### config.mk
export PLATFORM = sky130hd
export DESIGN_NAME = fifo_stream_reader
export DESIGN_NICKNAME = d
export VERILOG_FILES = /design/src/rtl/fifo_stream_reader.sv
export SDC_FILE = /design/constraint.sdc
export NUM_CORES = 1
export LEC_CHECK = 0
export BUFFER_PORTS_ARGS = -buffer_cell sky130_fd_sc_hd__buf_2
export CAP_MARGIN = 20
export CORE_MARGIN = 2
export CORE_UTILIZATION = 53
export CTS_BUF_LIST = sky130_fd_sc_hd__clkbuf_8
export CTS_CLUSTER_SIZE = 40
export DETAILED_ROUTE_END_ITERATION = 16
export PLACE_DENSITY = 0.8
export SETUP_SLACK_MARGIN = 0.4
export SYNTH_ARGS = -nofsm -noshare
export SYNTH_HDL_FRONTEND = slang
export SYNTH_SLANG_ARGS = --single-unit
### constraint.sdc
create_clock -name clk -period 1.9 [get_ports clk]
set_input_delay 0.095 -clock clk [delete_from_list [all_inputs] [get_ports clk]]
set_output_delay 0.095 -clock clk [all_outputs]
set_load 0.03 [all_outputs]
### src/rtl/fifo_stream_reader.sv
// Read-side adapter that drains a fixed-latency FIFO into a valid/ready stream.
// Words in flight are tracked in a shift register and parked in a circular skid buffer.
module fifo_stream_reader #(
    parameter int WIDTH_DATA = 8,
    parameter int RD_LATENCY = 1,
    parameter int SKID_DEPTH = RD_LATENCY + 1,
    parameter int _WIDTH_CNT = $clog2(SKID_DEPTH + 1)
) (
    input  logic                  clk,
    input  logic                  rst_n,
    input  logic                  fifo_empty,
    output logic                  fifo_rd_en,
    output logic                  fifo_rd_reg_en,
    input  logic [WIDTH_DATA-1:0] fifo_rd_data,
    output logic                  m_valid,
    output logic [WIDTH_DATA-1:0] m_data,
    input  logic                  m_ready,
    output logic [_WIDTH_CNT-1:0] occ
);

    localparam int PTR_W = $clog2(SKID_DEPTH);

    if (RD_LATENCY < 1 || RD_LATENCY > 2) begin : g_bad_latency
        $error("fifo_stream_reader: RD_LATENCY must be 1 or 2");
    end
    if (SKID_DEPTH < RD_LATENCY + 1 || SKID_DEPTH > 8) begin : g_bad_depth
        $error("fifo_stream_reader: SKID_DEPTH must be in RD_LATENCY+1 .. 8");
    end

    logic [RD_LATENCY-1:0] inflight_q, inflight_d;
    logic [WIDTH_DATA-1:0] buf_q [SKID_DEPTH];
    logic [PTR_W-1:0]      head_q, head_d, tail_q, tail_d;
    logic [_WIDTH_CNT-1:0] buf_cnt_q, buf_cnt_d, infl_cnt_s;
    logic                  capture_s, pop_s;

    function automatic logic [PTR_W-1:0] ptr_inc(input logic [PTR_W-1:0] p);
        if (p == PTR_W'(SKID_DEPTH - 1)) begin
            return '0;
        end else begin
            return p + PTR_W'(1);
        end
    endfunction

    // Popcount of the in-flight shift register.
    always_comb begin
        infl_cnt_s = '0;
        for (int k = 0; k < RD_LATENCY; k++) begin
            infl_cnt_s = infl_cnt_s + _WIDTH_CNT'(inflight_q[k]);
        end
    end

    assign occ       = infl_cnt_s + buf_cnt_q;
    assign m_valid   = (buf_cnt_q != '0);
    assign m_data    = buf_q[head_q];
    assign pop_s     = m_valid && m_ready;
    assign capture_s = inflight_q[RD_LATENCY-1];
    // A same-cycle pop frees a slot, so m_ready feeds the issue decision directly.
    assign fifo_rd_en = rst_n && !fifo_empty &&
                        ((occ - _WIDTH_CNT'(pop_s)) < _WIDTH_CNT'(SKID_DEPTH));

    if (RD_LATENCY == 2) begin : g_reg_en
        assign fifo_rd_reg_en = inflight_q[0];
    end else begin : g_no_reg_en
        assign fifo_rd_reg_en = 1'b0;
    end

    // Next-state for in-flight tracking, pointers and buffer count.
    always_comb begin
        inflight_d[0] = fifo_rd_en;
        for (int k = 1; k < RD_LATENCY; k++) begin
            inflight_d[k] = inflight_q[k-1];
        end
        if (pop_s) begin
            head_d = ptr_inc(head_q);
        end else begin
            head_d = head_q;
        end
        if (capture_s) begin
            tail_d = ptr_inc(tail_q);
        end else begin
            tail_d = tail_q;
        end
        case ({capture_s, pop_s})
            2'b10:   buf_cnt_d = buf_cnt_q + _WIDTH_CNT'(1);
            2'b01:   buf_cnt_d = buf_cnt_q - _WIDTH_CNT'(1);
            default: buf_cnt_d = buf_cnt_q;
        endcase
    end

    // State registers; the landing word is written at tail as its in-flight bit exits.
    always_ff @(posedge clk or negedge rst_n) begin
        if (!rst_n) begin
            inflight_q <= '0;
            head_q     <= '0;
            tail_q     <= '0;
            buf_cnt_q  <= '0;
            for (int k = 0; k < SKID_DEPTH; k++) begin
                buf_q[k] <= '0;
            end
        end else begin
            inflight_q <= inflight_d;
            head_q     <= head_d;
            tail_q     <= tail_d;
            buf_cnt_q  <= buf_cnt_d;
            if (capture_s) begin
                buf_q[tail_q] <= fifo_rd_data;
            end
        end
    end

    a_no_overflow: assert property (@(posedge clk) disable iff (!rst_n)
        !(capture_s && !pop_s && buf_cnt_q == _WIDTH_CNT'(SKID_DEPTH)));
    a_no_underflow: assert property (@(posedge clk) disable iff (!rst_n)
        !(pop_s && buf_cnt_q == '0));

endmodule

---- Word-level counts from Yosys, hierarchy flattened ----
Index checks and enable logic that the tools add are counted.
word-level totals
  bits in registers ....................... 21
  word-level logic and storage cells ...... 36
  output and inout bits ................... 13
  bits of input ports ..................... 12
operators by class
  add/subtract/negate cells ............... 6
  bitwise operators ....................... 2
  order comparisons ....................... 4
  equality and inequality tests ........... 2
  mux-type cells .......................... 9
  reduce and logical (&&, ||, !) cells .... 7
operator list
  kind                 count
  $mux 8               4
  $bwmux 16            1
  $demux 8 s1          1
  $ge 2x2->1 const B   2
  $logic_and 1x1->1    4
  $not 1->2            2
  $pmux 2 s2           1
  $reduce_bool 2->1    2
  $add 1x1->1 const B  2
  $add 1x2->2          1
  $add 2x1->2 const B  1
  $eq 2x1->1 const B   1
  $eq 2x2->1 const B   1
  $lt 2x1->1 const B   1
  $lt 2x2->1 const B   1
  $mux 1               2
  $sub 2x1->2          1
  $sub 2x1->2 const B  1
  $logic_not 1->1      1

---- Longest topological paths before layout ----
  word-level depth ........................ 6
  depth in mapped cells ................... 6
  gate-level depth less buffers ........... 6

---- Least setup slack after synthesis ----
Ideal clock, no wire load.
  path kind ............................... reg2reg
  start ................................... register buf_cnt_q[0]
  end ..................................... register inflight_q, in the netlist capture_s
  arrival ................................. 1.795 ns
  cell stages (with the launch flop) ...... 4
  data required time ...................... 1.714 ns
  path buffers ............................ 0
  slack ................................... -0.081 ns
  setup time .............................. 0.186 ns
  period minus slack after synthesis ...... 1.981 ns
  path through ............................ dfrtp_1 > ha_1 > or3_1 > a21oi_1
on the way
  elaborated cells on any way between the ends .. 6
  classes of those cells .................. add/sub: 2; order compare: 1; reduce/logical: 3
RTL lines
  element                 RTL line  text
  start, declared         33        logic [_WIDTH_CNT-1:0] buf_cnt_q, buf_cnt_d, infl_cnt_s;
  start signal, assigned  104       buf_cnt_q <= buf_cnt_d;
  $add 1x2->2             52        assign occ = infl_cnt_s + buf_cnt_q;
  named net occ[0]        18        output logic [_WIDTH_CNT-1:0] occ
  $sub 2x1->2             59        ((occ - _WIDTH_CNT'(pop_s)) < _WIDTH_CNT'(SKID_DEPTH));
  $lt 2x2->1              59
  $logic_and 1x1->1       58        assign fifo_rd_en = rst_n && !fifo_empty &&
  named net fifo_rd_en    12        output logic fifo_rd_en,
  end signal, assigned    101       inflight_q <= inflight_d;
  end, declared           30        logic [RD_LATENCY-1:0] inflight_q, inflight_d;
The timed path passes the listed nets, and every way through them passes these cells.
A chain may end at the register's enable or synchronous reset.

---- Worst setup path in the final report ----
  start ................................... register buf_cnt_q[0]
  end ..................................... output port fifo_rd_en
on the way
  longest elaborated chain between the ends .. 5
  elaborated cells on any way between the ends .. 6
  classes of those cells .................. add/sub: 2; order compare: 1; reduce/logical: 3
RTL lines
  element                                                              RTL line
  parallel branches: the longest is 2 deep, another holds $add 1x2->2  -
  $sub 2x1->2 *                                                        59
  $lt 2x2->1 *                                                         59
  $logic_and 1x1->1 *                                                  58
  end, declared                                                        12
Every way passes the cells marked *.

==> results.md <==
* Mux cell area share after synthesis at 28.3%
* Synth Area in XOR/XNOR at 5.50%
* Clk_lat worst skew at roughly 260 ps
* GR peak layer: met2
* Setup TNS at 0 ps
* Tcrit/Tclk final at 92.1%
* Gr usage total at 19.8%
* Hold Crit Start: fifo_rd_data[1]
* Most common cell in the netlist: dfrtp_1
* CP Capture Type: primary output
* Clock buffer depth at 2
* Largest net degree at the start of global routing at 22
* Post-Synth Adder-Cell Area at 2.62%
* WL per Instance at between 10 and 15 um
* Cells on worst reg2reg path at 5
* Post-route minimum period at 1750 ps
* Synth Net Count at 82
* Hold/Removal Path Class: in -> reg
* Top post-synthesis cells by area: dfrtp_1 55%, mux2_1 19%, mux2_2 9.4%, xnor2_1 3.7%, ha_1 2.6%
* Antenna violations before repair at 0
* Register Area at roughly 530 um^2
* F_max at between 500 and 600 MHz
* Sink Count at 21
* Syn avg cell area at 14.1 um^2
* Placed inst area at 1130 um^2
* Hold path cells at 2
* Layout Skew at about 3.1 ps
* Area Overhead vs Synth at 26.3%
* GP Congestion at 0.674
* Design Area, Final at 1210 um^2
* Worst Setup Path Type: reg -> out
* Final std cells w/o fill at 122
* Via/cell ratio at around 4.9
* Fin. Hold Viols at 0
* Starting Density at 56.0%
* Routed Antenna Nets at 0
* DR pass1 iterations at 2
* Global-route wire length before repair at 2800 um
* H-tree depth at 1
* Crit path required time at 1800 ps
* # IOs at 25
* Util after Layout at 70.7%
* Die Y at 46.5 um
* CP arrival at 1650 ps
* TritonCTS clock tree: built
* Top cell type by total area after synthesis: dfrtp_1
* Yosys Warn Count at 0
* DP HPWL at 1270 um
* Fin. max-slew vios at 0
* Worst setup SP type: register
* N_diodes at 0
* Asr flop ratio synth at 100%
* Outcome: finished, final reports clean
* Cell Area, Synth at about 960 um^2
* Layout cells sized above 1 at 48.5%
* Leak Pwr at about 0.55 nW
* GR Util met1 at 24.6%
* Synth top area share at 55.0%
* Synth Area in Compound Gates at 1.57%
* Die area at 2160 um^2
* Sequential fraction of the synthesis area at 55.0%
* Placed cells at 115
* Die width at 46.5 um
* WHS at 61.5 ps
* Synth cell types at 20
* Row count at 15
* R2r startpoint: buf_cnt_q[1]
* EDFF count, synth at 0
* Final WL at 1760 um
* Pwr Density at 1930 nW/um^2
* Vias in the first global route at approximately 630
* Area of the multi-input gates at 435 um^2
* Post-Syn Instances at 68
* Port bufs at 23
* Total grt overflow at 0
* GR Layer Usage met2 at around 33%
* Most used DFF post-synth: dfrtp_1
* Setup violations, final at 0
* Simple-Gate Fraction of Synth Area at 4.19%
* Seq cells post-synth at 21
* Synth cell count leaders: 21 x dfrtp_1, 16 x mux2_1, 8 x mux2_2
* Initial DRC count at 6
* Net count, final at 112
* Met3 Use GR at under 10%
* Crit-path max FO at 3
* Core area at 1710 um^2
* Max Cap Violations at 0
* Peak VDD IR at roughly 1.3 mV
* Fillers at 122
* DRC at 0
* Root Driver: clkbuf_8
* Worst-path clk slew at approximately 80 ps
* TritonCTS Buffers at 3
* Beginning of the critical path: buf_cnt_q[0]
* Vias post-DR at 597
* Largest family of logic cells by synthesized area: multiplexers
* Setup repair after global routing missed its margin: yes
==> timing repair <==
action | in CTS | in global routing
resized for setup | 5 | 0
hold buffers | 1 | 0
pin swaps | 0 | 0
setup endpoints to repair | 10 | 3
endpoints found under the hold margin | 21 | 0
buffers inserted | 2 | 0
==> path summary, 6_finish.rpt <==
kind | endpoint | slack (ps)
max | fifo_rd_en | 150
min | buf_q[9] | 60
max reg2reg | buf_cnt_q[1] | 400
min reg2reg | buf_q[9] | 480
max in group asynchronous | head_q | 1300
min in group asynchronous | buf_q[13] | 360
==> worst max-delay path: stages, from the launching register on <==
cell and delay, ps:
dfrtp_2 430, ha_4 160, xnor2_1 140, or3_4 360
a21oi_4 150, buf_6 150
==> area by class of cell <==
type	count	share of cell area, %
multi-input cells	42	36.1
inverters	3	0.933
repair buffers	27	12.7
clock buffers	3	3.42
well taps	25	2.59
flip-flops and latches	21	43.8
clock inverters	1	0.415
==> cells by family (layout without fill, tap and decap cells) <==
kind of cell / Yosys count / after routing
AO/OA/AOI/OAI: 3 / 3
XOR/XNOR: 6 / 6
adder cells (fa/ha/maj): 2 / 2
buffers and inverters: 5 / 34
flip-flops: 21 / 21
multiplexers: 24 / 24
other: 1 / 1
AND/OR/NAND/NOR: 6 / 6
==> per-stage QoR <==
stage / power, mW / worst slack (ps)
6_report: 2.32 / 150
5_1_grt: 2.48 / 90.5
4_1_cts: 2.35 / 135
3_5_place_dp: 2.01 / 322
3_3_place_gp: 1.97 / 397
2_1_floorplan: 1.75 / 406
==> power by group <==
part / total [mW] / switching (mW) / internal, mW
clock: 0.291 / 0.145 / 0.146
combinational: 1.19 / 0.672 / 0.515
sequential: 0.847 / 0.168 / 0.679
total: 2.32 / 0.985 / 1.34
==> sequential cells by signal (all words and copies together) (netlist names) <==
| signal | count |
|---|---|
| capture_s | 1 |
| buf_cnt_q | 2 |
| head_q | 1 |
| tail_q | 1 |
| buf_q | 16 |
==> placed cells by master (no fill, tap or decap) <==
cell type,n
mux2_1,16
mux2_2,8
nor2_1,1
or3_4,1
buf_2,22
conb_1,1
buf_4,3
ha_4,1
dlygate4sd3_1,1
or2_1,1
clkbuf_8,3
xnor2_1,4
nand2b_1,1
dfrtp_1,18
buf_6,1
o21ai_1,2
dfrtp_2,3
ha_1,1
inv_1,2
inv_2,1
nand2_2,1
clkinv_2,1
nor2_4,1
xor2_1,2
a21oi_4,1
==> layer usage <==
layer,vias to the layer above,wire [um]
met1,295,765
met2,10,935
met3,2,42
met5,-,0
met4,0,14
li1,290,-
Note: power is estimated with default switching activity, not from simulation.
